### config.mk
export PLATFORM = sky130hd
export DESIGN_NAME = dmem_arbiter
export DESIGN_NICKNAME = d
export VERILOG_FILES = /design/src/rtl/dmem_arbiter.sv
export SDC_FILE = /design/constraint.sdc
export NUM_CORES = 1
export LEC_CHECK = 0
export CAP_MARGIN = 20
export CORE_MARGIN = 5
export CORE_UTILIZATION = 40
export DETAILED_ROUTE_END_ITERATION = 8
export GPL_TIMING_DRIVEN = 0
export PLACE_DENSITY = 0.82
export SLEW_MARGIN = 40
export SYNTH_ARGS = -nofsm -noshare
export SYNTH_HDL_FRONTEND = slang
export SYNTH_SLANG_ARGS = --single-unit
### constraint.sdc
create_clock -name Clk -period 1.91 [get_ports Clk]
set_input_delay 0.2865 -clock Clk [delete_from_list [all_inputs] [get_ports Clk]]
set_output_delay 0.2865 -clock Clk [all_outputs]
set_load 0.05 [all_outputs]
### src/rtl/dmem_arbiter.sv
// Two-port request/acknowledge arbiter that sequences single accesses into the
// DataMemory block, rejecting misaligned or illegal-size requests up front.
module dmem_arbiter #(
  parameter bit FIXED_PRIORITY = 1'b0,
  parameter int ADDR_W         = 32
) (
  input  logic              Clk,
  input  logic              Reset,
  input  logic              Req0,
  input  logic              Req1,
  input  logic              Wr0,
  input  logic              Wr1,
  input  logic [1:0]        Size0,
  input  logic [1:0]        Size1,
  input  logic [ADDR_W-1:0] Addr0,
  input  logic [ADDR_W-1:0] Addr1,
  input  logic [31:0]       WData0,
  input  logic [31:0]       WData1,
  output logic              Ack0,
  output logic              Ack1,
  output logic              Err0,
  output logic              Err1,
  output logic [31:0]       RData0,
  output logic [31:0]       RData1,
  output logic [ADDR_W-1:0] MemAddress,
  output logic [31:0]       MemWriteData,
  output logic              MemWrite,
  output logic              MemRead,
  output logic              sh,
  output logic              sb,
  output logic              lh,
  output logic              lb,
  input  logic [31:0]       MemReadData,
  output logic              Busy,
  output logic              GrantId
);

  typedef enum logic [1:0] {IDLE, ACCESS, RESP} state_t;

  state_t state, state_next;

  logic              wr_reg;
  logic [1:0]        size_reg;
  logic              err_flag;
  logic              last_grant;

  logic              any_req;
  logic              winner;
  logic              sel_wr;
  logic [1:0]        sel_size;
  logic [ADDR_W-1:0] sel_addr;
  logic [31:0]       sel_wdata;
  logic              misaligned;
  logic              access;

  always_comb begin
    any_req = Req0 | Req1;
    if (Req0 && Req1)
      winner = FIXED_PRIORITY ? 1'b0 : ~last_grant;
    else
      winner = Req1;
    sel_wr    = winner ? Wr1    : Wr0;
    sel_size  = winner ? Size1  : Size0;
    sel_addr  = winner ? Addr1  : Addr0;
    sel_wdata = winner ? WData1 : WData0;
    // Bytes are always aligned; size 11 is rejected like a misalignment.
    misaligned = (sel_size == 2'b11) ||
                 (sel_size == 2'b01 && sel_addr[0]) ||
                 (sel_size == 2'b00 && sel_addr[1:0] != 2'b00);
  end

  always_comb begin
    state_next = state;
    case (state)
      IDLE:    if (any_req) state_next = misaligned ? RESP : ACCESS;
      ACCESS:  state_next = RESP;
      RESP:    state_next = IDLE;
      default: state_next = IDLE;
    endcase
  end

  // Strobes are decoded from the state so they last exactly the ACCESS cycle;
  // MemWrite additionally drops the instant Reset rises.
  assign access   = (state == ACCESS);
  assign MemWrite = access & wr_reg & ~Reset;
  assign MemRead  = access & ~wr_reg;
  assign sh       = access &  wr_reg & (size_reg == 2'b01);
  assign sb       = access &  wr_reg & (size_reg == 2'b10);
  assign lh       = access & ~wr_reg & (size_reg == 2'b01);
  assign lb       = access & ~wr_reg & (size_reg == 2'b10);
  assign Busy     = (state != IDLE);

  always_ff @(posedge Clk) begin
    if (Reset) begin
      state        <= IDLE;
      wr_reg       <= 1'b0;
      size_reg     <= 2'b00;
      err_flag     <= 1'b0;
      last_grant   <= 1'b1;
      GrantId      <= 1'b0;
      MemAddress   <= '0;
      MemWriteData <= '0;
      Ack0         <= 1'b0;
      Ack1         <= 1'b0;
      Err0         <= 1'b0;
      Err1         <= 1'b0;
      RData0       <= '0;
      RData1       <= '0;
    end else begin
      state <= state_next;
      Ack0  <= 1'b0;
      Ack1  <= 1'b0;
      Err0  <= 1'b0;
      Err1  <= 1'b0;
      case (state)
        IDLE: begin
          if (any_req) begin
            MemAddress   <= sel_addr;
            MemWriteData <= sel_wdata;
            wr_reg       <= sel_wr;
            size_reg     <= sel_size;
            err_flag     <= misaligned;
            GrantId      <= winner;
            last_grant   <= winner;
          end
        end
        ACCESS: begin
          if (!wr_reg) begin
            if (GrantId) RData1 <= MemReadData;
            else         RData0 <= MemReadData;
          end
        end
        RESP: begin
          // Ack is registered here, so it appears in the cycle after RESP.
          if (GrantId) begin
            Ack1 <= 1'b1;
            Err1 <= err_flag;
            if (err_flag) RData1 <= '0;
          end else begin
            Ack0 <= 1'b1;
            Err0 <= err_flag;
            if (err_flag) RData0 <= '0;
          end
        end
        default: ;
      endcase
    end
  end

endmodule

Word-level counts from Yosys, hierarchy flattened
Cells that the tools add are included.

Reductions and logical operators: 16. Mux-type cells: 19. Equality and inequality tests: 13. Bitwise gates (word level): 13.

Operators with widths (count): $mux W32 (9); $pmux W32 S2 (2); $ne A2 B2 Y1 const B (7); $reduce_and A5 Y1 (2); $and A1 B1 Y1 (7); $eq A2 B1 Y1 const B (3); $eq A2 B2 Y1 const B (3); $mux W2 (3); $reduce_bool A2 Y1 (3); $reduce_or A3 Y1 (2); $not A1 Y1 (5); $logic_not A2 Y1 (2); $mux W1 (4); $pmux W2 S2 (1); $logic_and A1 B1 Y1 (3); $logic_or A1 B1 Y1 (2); $reduce_and A2 Y1 (1); $reduce_or A2 Y1 (1); $or A1 B1 Y1 (1).

Register bits after elaboration: 140. Output and inout bits: 140. Input port bits: 170. Word-level logic and storage cells: 75.

Logic depth before layout (Yosys ltp)
Gate-level depths: netlist of run 1.

Depth after elaboration: 10. Depth in mapped cells: 7. Gate-level depth less buffers: 4.

Worst setup path after synthesis of run 1
OpenSTA, ideal clock, no wires.

Path kind: register -> output. Start point: reg state[1]. End point: out lb. Data required time: 1.623 ns. Path slack: 0.053 ns. Arrival: 1.570 ns. Stages on the path, launching flop included: 5. Path buffers: 2. Cells stage by stage: dfxtp_1 -> buf_2 -> or3b_1 -> buf_2 -> nor2_1.

Word-level cells in the longest chain between the ends: 3.

Ends and longest elaborated chain: start: declaration (RTL line 40) `state_t state, state_next;`; start signal: assignment (RTL line 110) `state <= state_next;`; $eq A2 B1 Y1 (RTL line 84) `assign access = (state == ACCESS);`; $and A1 B1 Y1 (2 in a row) (RTL line 90) `assign lb = access & ~wr_reg & (size_reg == 2'b10);`; end: declaration (RTL line 32) `output logic lb,`.

Every way passes these cells.

Worst setup path in the final report of run 1
Start point: reg RData0[30]. End point: out RData0[30].

RTL lines: start: declaration (RTL line 23) `output logic [31:0] RData0,`; start signal: assignment (RTL line 130) `else RData0 <= MemReadData;`.

No word-level cell between the ends.

==> results.cfg, run 1 <==
[final_layout]
final_common_cell = clkdlybuf4s50_1
layout_common_cells = clkdlybuf4s50_1 (252), dfxtp_1 (138), nor2_1 (73)
seqCellArea_sq_um = 2810
n_antenna_cell = 0
fillers = 1161
area_growth_pct = 70.2
num-nets-final = 1136
drive_gt1_share_pct = 8.17
fin_cells = 1163
multiInputGateArea_sq_um = 2740

[placement]
place_ws_ns = -1.45
dp_hpwl_mm = 15.9
dpl.cell_count = 1128
gp_congestion = 0.837
port-buffer-count = 309

[power_and_ir_drop]
power_leakage_nw = 4.30
power_density_nw_per_um2 = 955
ir_worst_vdd_v = 0.000615

[critical_path]
crit_chain = clkdlybuf4s50_1
cpLargestDelayFamily = buffers and inverters
max_stage_delay_ns = 0.83
endpoint_kind = output port
criticalPathCategory = reg2out
crit_slowest_cell = clkdlybuf4s50_1
crit_required_ns = 1.62
cp-start-kind = flop
critPathBufInv = 1
path_max_fanout = 2
cp_data_arrival_time_ns = 1.59

[synth]
syn-mean-instance-area_sq_um = 9.19
synthCells = 635
async_flop_share_pct = 0
yosysSeqAreaShare_pct = 48.0
synth_fp_nets = 805
yosysWarnings = 0
synthDistinctLibCells = 32
synth_edf_count = 0
ys_ff_latch = 140
synthFlopType = dfxtp_1
syn_area_sq_um = 5830

[timing]
hold_viol = 0
fin_ws_ns = 0.0339
fmax_ghz = 0.533
min_period_over_period_pct = 98.2
drv_slew = 0
relSlewSlack_pct = 59.3
fin_setup_tns_ns = 0
finalCriticalPeriod_ns = 1.88
fin_skew_ns = 0.00873
tightest_slew_ns = 0.614
finalSetupViolCount = 0

[grt]
grt_antenna_before_repair = 0
grt_pass1_wl_mm = 30.3
grt_pass1_vias = 5740
globalRoute.totalOverflow = 0
grt_usage_pct = 23.1
grt_max_degree = 17

[clocking]
clk_pin_slew_ns = 0.06
hold_buffers = 0
cts_buffers = 17
htreeDepth = 4
clk_latency_ns = 0.42
clock-sinks = 140
root_buffer = clkbuf_16
cts_buffer_depth = 2
cts_tree = done

[routing]
dr.pass1.iters = 5
wl_per_cell_um = 17.7
drtIter0Drc = 333
drtAntennaViolNets = 0
vias_per_cell = 5.08
drc = 0
vias = 5903
drt-total-wl_mm = 20.6

[status]
outcome = completed

[floorplanning]
ios = 310
start_util_pct = 40.4
rows = 44
dieHeight_um = 131
die_x_um = 131
dieArea_sq_um = 17100
core_sq_um = 14400

[flow_run]
drv_cap = 0

[hold_path]
hp-class = in2reg
-- cells by family (layout without fill, tap and decap cells) --
logic type,count (synthesis),count (layout),share of synthesized area (%)
simple gates,224,224,19.4
compound gates,143,143,15.9
flops,140,140,48.0
mux,67,67,11.5
buf+inv,61,405,5.13
-- stage by stage --
step | area (sq um) | total power [mW] | hold slack, ns | util (%)
6_report | 9930 | 9.48 | 0.457 | 68.8
3_5_place_dp | 9160 | 6.18 | 0.460 | 63.5
3_3_place_gp | 9160 | 6.16 | 0.452 | 63.5
2_1_floorplan | 5830 | 5.03 | 0.417 | -
4_1_cts | 9770 | 9.53 | 0.433 | 67.7
5_1_grt | 9930 | 9.88 | 0.439 | 68.8
-- layer usage --
layer	vias up	GRT usage, %	wire, um
li1	2905	-	-
met1	2692	26.8	7890
met2	268	38.6	10200
met3	38	8.05	2010
met4	0	10.2	439
met5	-	0	0
-- synthesized netlist by cell type (2+ instances only) --
master    count  share of area (%)
a211oi_1     68                8.8
a21oi_1       3               0.26
and2_1        2               0.21
and3_1        2               0.21
buf_1        10               0.64
buf_2        11               0.94
buf_6         6                1.2
clkbuf_1     24                1.5
clkbuf_2      6               0.51
dfxtp_1     140                 48
inv_1         3               0.19
mux2i_1      67                 11
nand2_1       2               0.13
nand2b_1     67                7.2
nand3_1      64                5.5
nand3b_1      2               0.26
nor2_1       75                4.8
nor2b_1       4               0.43
nor3_1        2               0.17
nor3b_1       2               0.26
o21ai_0      51                4.4
o21ai_1      14                1.2
-- final timing paths --
path	start	to	slack, ns	cells after the start
max reg2reg	state[1]$_SDFFE_PP0P_	RData0[11]$_SDFFE_PP0P_	0.12	6
max	RData0[30]$_SDFFE_PP0P_	RData0[30]	0.03	1
min reg2reg	RData1[25]$_SDFFE_PP0P_	RData1[25]$_SDFFE_PP0P_	0.47	2
min	MemReadData[31]	RData1[31]$_SDFFE_PP0P_	0.46	3
-- what timing repair did --
action                                  in CTS  in global routing
endpoints found under the hold margin        0                  0
resized for setup                           55                 61
pin swaps                                    0                  2
endpoints found under the setup margin      95                144
setup buffers                                1                  3
-- power breakdown --
part	internal (mW)	total [mW]	switching (mW)
Combinational	1.06	2.76	1.70
Clock	2.12	3.36	1.25
Sequential	3.19	3.35	0.156
-- final cells by class --
cell class              count  share of cell area [%]
multi-input cells         434                    27.6
plain buffers              57                    3.21
clock inverters            11                    1.44
clock buffers              21                    4.64
repair buffers            313                    32.4
flip-flops and latches    140                    28.3
inverters                   3                   0.113
well taps                 184                    2.32
Power figures use the tool's default switching activity.
==> run 2, diff against run 1 <==
--- a/config.mk
+++ b/config.mk
@@ -8,6 +8,7 @@
 export CAP_MARGIN = 20
 export CORE_MARGIN = 5
 export CORE_UTILIZATION = 40
+export CTS_BUF_LIST = sky130_fd_sc_hd__clkbuf_4 sky130_fd_sc_hd__clkbuf_8 sky130_fd_sc_hd__clkbuf_16
 export DETAILED_ROUTE_END_ITERATION = 8
 export GPL_TIMING_DRIVEN = 0
 export PLACE_DENSITY = 0.82
==> results.cfg, run 2 (synthesis gave the netlist of run 1 again) <==
[status]
outcome = completed

[clocking]
clk_latency_ns = 0.42
cts_buffer_depth = 2
cts_buffers = 17
clock-sinks = 140
clk_pin_slew_ns = 0.06
htreeDepth = 4
root_buffer = clkbuf_16
cts_tree = done

[final_layout]
layout_common_cells = clkdlybuf4s50_1 (244), dfxtp_1 (138), nor2_1 (73)
n_antenna_cell = 0
multiInputGateArea_sq_um = 2740
seqCellArea_sq_um = 2810
num-nets-final = 1136
drive_gt1_share_pct = 8.38
area_growth_pct = 70.7
final_common_cell = clkdlybuf4s50_1
fillers = 1158

[grt]
grt_max_degree = 17
busiest_layer = met2
grt_pass1_vias = 5776
grt_usage_pct = 23.2
grt_antenna_before_repair = 0
met1_usage_pct = 26.8
globalRoute.totalOverflow = 0
use_met3_pct = 8.41
met2_usage_pct = 38.8
grt_pass1_wl_mm = 30.4

[routing]
wl_per_cell_um = 17.8
drt-total-wl_mm = 20.7
drc = 0
vias = 5933
drtIter0Drc = 344
drtAntennaViolNets = 0
vias_per_cell = 5.10
dr.pass1.iters = 5

[critical_path]
endpoint_kind = output port
crit_chain = clkdlybuf4s50_1
r2r_slack_ns = 0.10
criticalPathCategory = reg2out
cp-start-kind = flop
critPathBufInv = 1
r2r_cells = 6
crit_slowest_cell = clkdlybuf4s50_1
cp.depth = 1
cp-startpoint = RData0[30]$_SDFFE_PP0P_
cpLargestDelayFamily = buffers and inverters
r2r-end = RData0[11]$_SDFFE_PP0P_
endpoint = RData0[30]
max_stage_delay_ns = 0.84
r2r_start = state[1]$_SDFFE_PP0P_
crit_required_ns = 1.62
path_max_fanout = 2
cp_data_arrival_time_ns = 1.60

[power_and_ir_drop]
power_leakage_nw = 4.44
ir_worst_vdd_v = 0.000630
power_density_nw_per_um2 = 956

[timing]
hold_viol = 0
min_period_over_period_pct = 98.8
fin_setup_tns_ns = 0
finalSetupViolCount = 0
drv_slew = 0
relSlewSlack_pct = 61.0
fmax_ghz = 0.530
fin_skew_ns = 0.0121
hold_ws_ns = 0.453
tightest_slew_ns = 0.588
finalCriticalPeriod_ns = 1.89

[floorplanning]
ios = 310
start_util_pct = 40.4
core_sq_um = 14400
dieHeight_um = 131
dieArea_sq_um = 17100
die_x_um = 131
rows = 44

[placement]
dp_hpwl_mm = 15.9
port-buffer-count = 309
gp_congestion = 0.837

[hold_path]
hp-class = in2reg

[flow_run]
drv_cap = 0
-- run 2: worst min path at each step --
stage | from | to | slack [ns] | depth (start not counted)
after CTS | MemReadData[31] | RData1[31]$_SDFFE_PP0P_ | 0.43 | 3
after detailed placement | RData0[20]$_SDFFE_PP0P_ | RData0[20]$_SDFFE_PP0P_ | 0.46 | 2
after global placement | RData0[16]$_SDFFE_PP0P_ | RData0[16]$_SDFFE_PP0P_ | 0.45 | 2
final | MemReadData[31] | RData1[31]$_SDFFE_PP0P_ | 0.45 | 3
after floorplan | MemReadData[0] | RData0[0]$_SDFFE_PP0P_ | 0.42 | 2
after global routing | MemReadData[31] | RData1[31]$_SDFFE_PP0P_ | 0.44 | 3
-- run 2: where the power goes --
group | switching, mW | internal [mW] | leakage [nW]
Combinational | 1.70 | 1.06 | 2.99
Clock | 1.26 | 2.14 | 0.300
Sequential | 0.157 | 3.19 | 1.15
Total | 3.11 | 6.40 | 4.44
-- run 2: layer usage --
| layer | vias up | part of all wire [%] |
|---|---|---|
| met2 | 269 | 50 |
| li1 | 2910 | - |
| met5 | - | 0 |
| met1 | 2711 | 38 |
| met3 | 43 | 9.4 |
| met4 | 0 | 2.4 |
-- run 2: area by class of cell --
class                           instances  area share, %
Multi-Input combinational cell        434           27.6
Timing Repair Buffer                  313           32.6
Tap cell                              184           2.31
Clock inverter                         11           1.43
Buffer                                 57           3.13
Inverter                                3          0.113
Sequential cell                       140           28.2
Clock buffer                           21           4.70
-- run 2: timing repair --
action / CTS / global route
pin swaps: 0 / 2
resized for setup: 54 / 64
cloned: 0 / 0
hold buffers: 0 / 0
setup endpoints to repair: 92 / 154
setup buffers: 1 / 3
-- run 2: stage by stage --
stage	instance area [sq um]	setup slack (ns)	power [mW]	std cells	utilization, %
5_1_grt	9950	-0.00930	9.90	1163	69.0
6_report	9950	0.0236	9.51	1163	69.0
2_1_floorplan	5830	0.0530	5.03	635	-
4_1_cts	9770	0.00291	9.56	1160	67.8
3_3_place_gp	9160	-1.50	6.16	1128	63.5
3_5_place_dp	9160	-1.45	6.18	1128	63.5
==> run 3, diff against run 2 <==
--- a/config.mk
+++ b/config.mk
@@ -10,8 +10,8 @@
 export CORE_UTILIZATION = 40
 export CTS_BUF_LIST = sky130_fd_sc_hd__clkbuf_4 sky130_fd_sc_hd__clkbuf_8 sky130_fd_sc_hd__clkbuf_16
 export DETAILED_ROUTE_END_ITERATION = 8
-export GPL_TIMING_DRIVEN = 0
-export PLACE_DENSITY = 0.82
+export DONT_BUFFER_PORTS = 1
+export GPL_TIMING_DRIVEN = 1
 export SLEW_MARGIN = 40
 export SYNTH_ARGS = -nofsm -noshare
 export SYNTH_HDL_FRONTEND = slang
==> results.cfg, run 3 (synthesis gave the netlist of run 1 again) <==
[critical_path]
criticalPathCategory = reg2out
endpoint = lh
r2r-end = MemWriteData[18]$_SDFFE_PP0P_
cp_data_arrival_time_ns = 1.53
cp-start-kind = flop
r2r_start = state[1]$_SDFFE_PP0P_
path_max_fanout = 5
r2r_cells = 6
cp-startpoint = wr_reg$_SDFFE_PP0P_
crit_required_ns = 1.62
endpoint_kind = output port
r2r_slack_ns = 0.28

[timing]
fin_setup_tns_ns = 0
drv_slew = 0
tightest_slew_ns = 0.564
relSlewSlack_pct = 62.3
finalCriticalPeriod_ns = 1.82
min_period_over_period_pct = 95.4
fin_skew_ns = 0.0140
fmax_ghz = 0.549
hold_viol = 0
rsz0062_at_grt = false
finalSetupViolCount = 0

[floorplanning]
die_x_um = 131
start_util_pct = 40.4
dieHeight_um = 131
ios = 310
core_sq_um = 14400
dieArea_sq_um = 17100
rows = 44

[clocking]
cts_buffer_depth = 2
cts_buffers = 17
htreeDepth = 4
cts_setup_buffers = 0
cts_tree = done
clock-sinks = 140
root_buffer = clkbuf_16
clk_pin_slew_ns = 0.06
clk_latency_ns = 0.42

[final_layout]
fin_cells = 850
finalInstanceArea_sq_um = 7020
drive_gt1_share_pct = 9.46
layout_common_cells = dfxtp_1 (140), nor2_1 (75), a211oi_1 (68)
final_common_cell = dfxtp_1
multiInputGateArea_sq_um = 2760
fin_util_pct = 48.7
num-nets-final = 823
area_growth_pct = 20.3
fillers = 1352
n_antenna_cell = 0
seqCellArea_sq_um = 2800

[power_and_ir_drop]
ir_worst_vdd_v = 0.000564
power_leakage_nw = 2.57
power_density_nw_per_um2 = 1240

[flow_run]
drv_cap = 0

[grt]
met2_usage_pct = 30.1
met1_usage_pct = 20.6
grt_usage_pct = 18.4
globalRoute.totalOverflow = 0
use_met3_pct = 10.1
grt_antenna_before_repair = 0
grt_pass1_wl_mm = 24.4
grt_max_degree = 72
grt_pass1_vias = 4624
busiest_layer = met2

[hold_path]
hp-class = in2reg

[placement]
gp_congestion = 0.802
dp_hpwl_mm = 11.8
place_area_sq_um = 6060
port-buffer-count = 0
dpl.cell_count = 785

[routing]
vias_per_cell = 5.50
drt-total-wl_mm = 16.8
drtIter0Drc = 207
wl_per_cell_um = 19.8
vias = 4677
dr.pass1.iters = 4
drc = 0
drtAntennaViolNets = 0

[status]
outcome = completed
[run 3: changes by cell type in the layout (fill, tap and decap cells not counted), sizes merged]
cell           delta
buf               -7
clkbuf           -36
clkdlybuf4s15     -3
clkdlybuf4s50   -244
clkinv            -1
dlygate4sd2       -9
dlygate4sd3      +32
dlymetal6s2s     -48
inv               +3
[run 3: area by class of cell]
| class | count | area share, % |
|---|---|---|
| tap | 184 | 3.28 |
| multi-input combinational | 434 | 39.3 |
| sequential | 140 | 39.9 |
| clock inverter | 13 | 2.34 |
| clock buffer | 19 | 6.36 |
| inverter | 3 | 0.160 |
| timing repair buffer | 57 | 8.59 |
[run 3: worst min-delay path by stage]
| stage | start | to | cells after the start |
|---|---|---|---|
| 5_1_grt | MemReadData[10] | RData1[10]$_SDFFE_PP0P_ | 2 |
| 3_3_place_gp | Reset | MemWriteData[8]$_SDFFE_PP0P_ | 1 |
| 6_report | MemReadData[30] | RData1[30]$_SDFFE_PP0P_ | 2 |
| 4_1_cts | MemReadData[3] | RData1[3]$_SDFFE_PP0P_ | 2 |
| 3_5_place_dp | Reset | MemWriteData[6]$_SDFFE_PP0P_ | 1 |
| 2_1_floorplan | MemReadData[0] | RData0[0]$_SDFFE_PP0P_ | 2 |
[run 3: worst max-delay path: stages (launching register included)]
cell and delay, ns:
dfxtp_1 0.33, or3b_4 0.46, nor2_1 0.12, buf_4 0.22
[run 3: per-stage QoR]
stage	power, mW	hold WS [ns]	setup WS (ns)
final	8.72	0.0185	0.0887
after global placement	5.24	0.377	0.330
after global routing	9.08	0.00372	0.0282
after floorplan	5.03	0.417	0.0530
after CTS	8.80	0.000352	0.0777
after detailed placement	5.28	0.388	0.283
[run 3: timing repair]
| action | CTS | global route |
|---|---|---|
| gates resized for setup | 1 | 0 |
| hold buffers | 33 | 0 |
| hold endpoints to repair | 121 | 0 |
| setup endpoints to repair | 2 | 0 |
[run 3: report_power, final]
group / internal, mW / switching [mW]
logic: 0.457 / 0.600
clock network: 2.11 / 1.31
registers: 3.19 / 1.05
total: 5.76 / 2.96
[run 3: per-layer routing]
layer,share of wire [%],wire length (um)
met1,37,6280
met2,48,8080
met3,13,2200
met4,1.4,237
met5,0,0
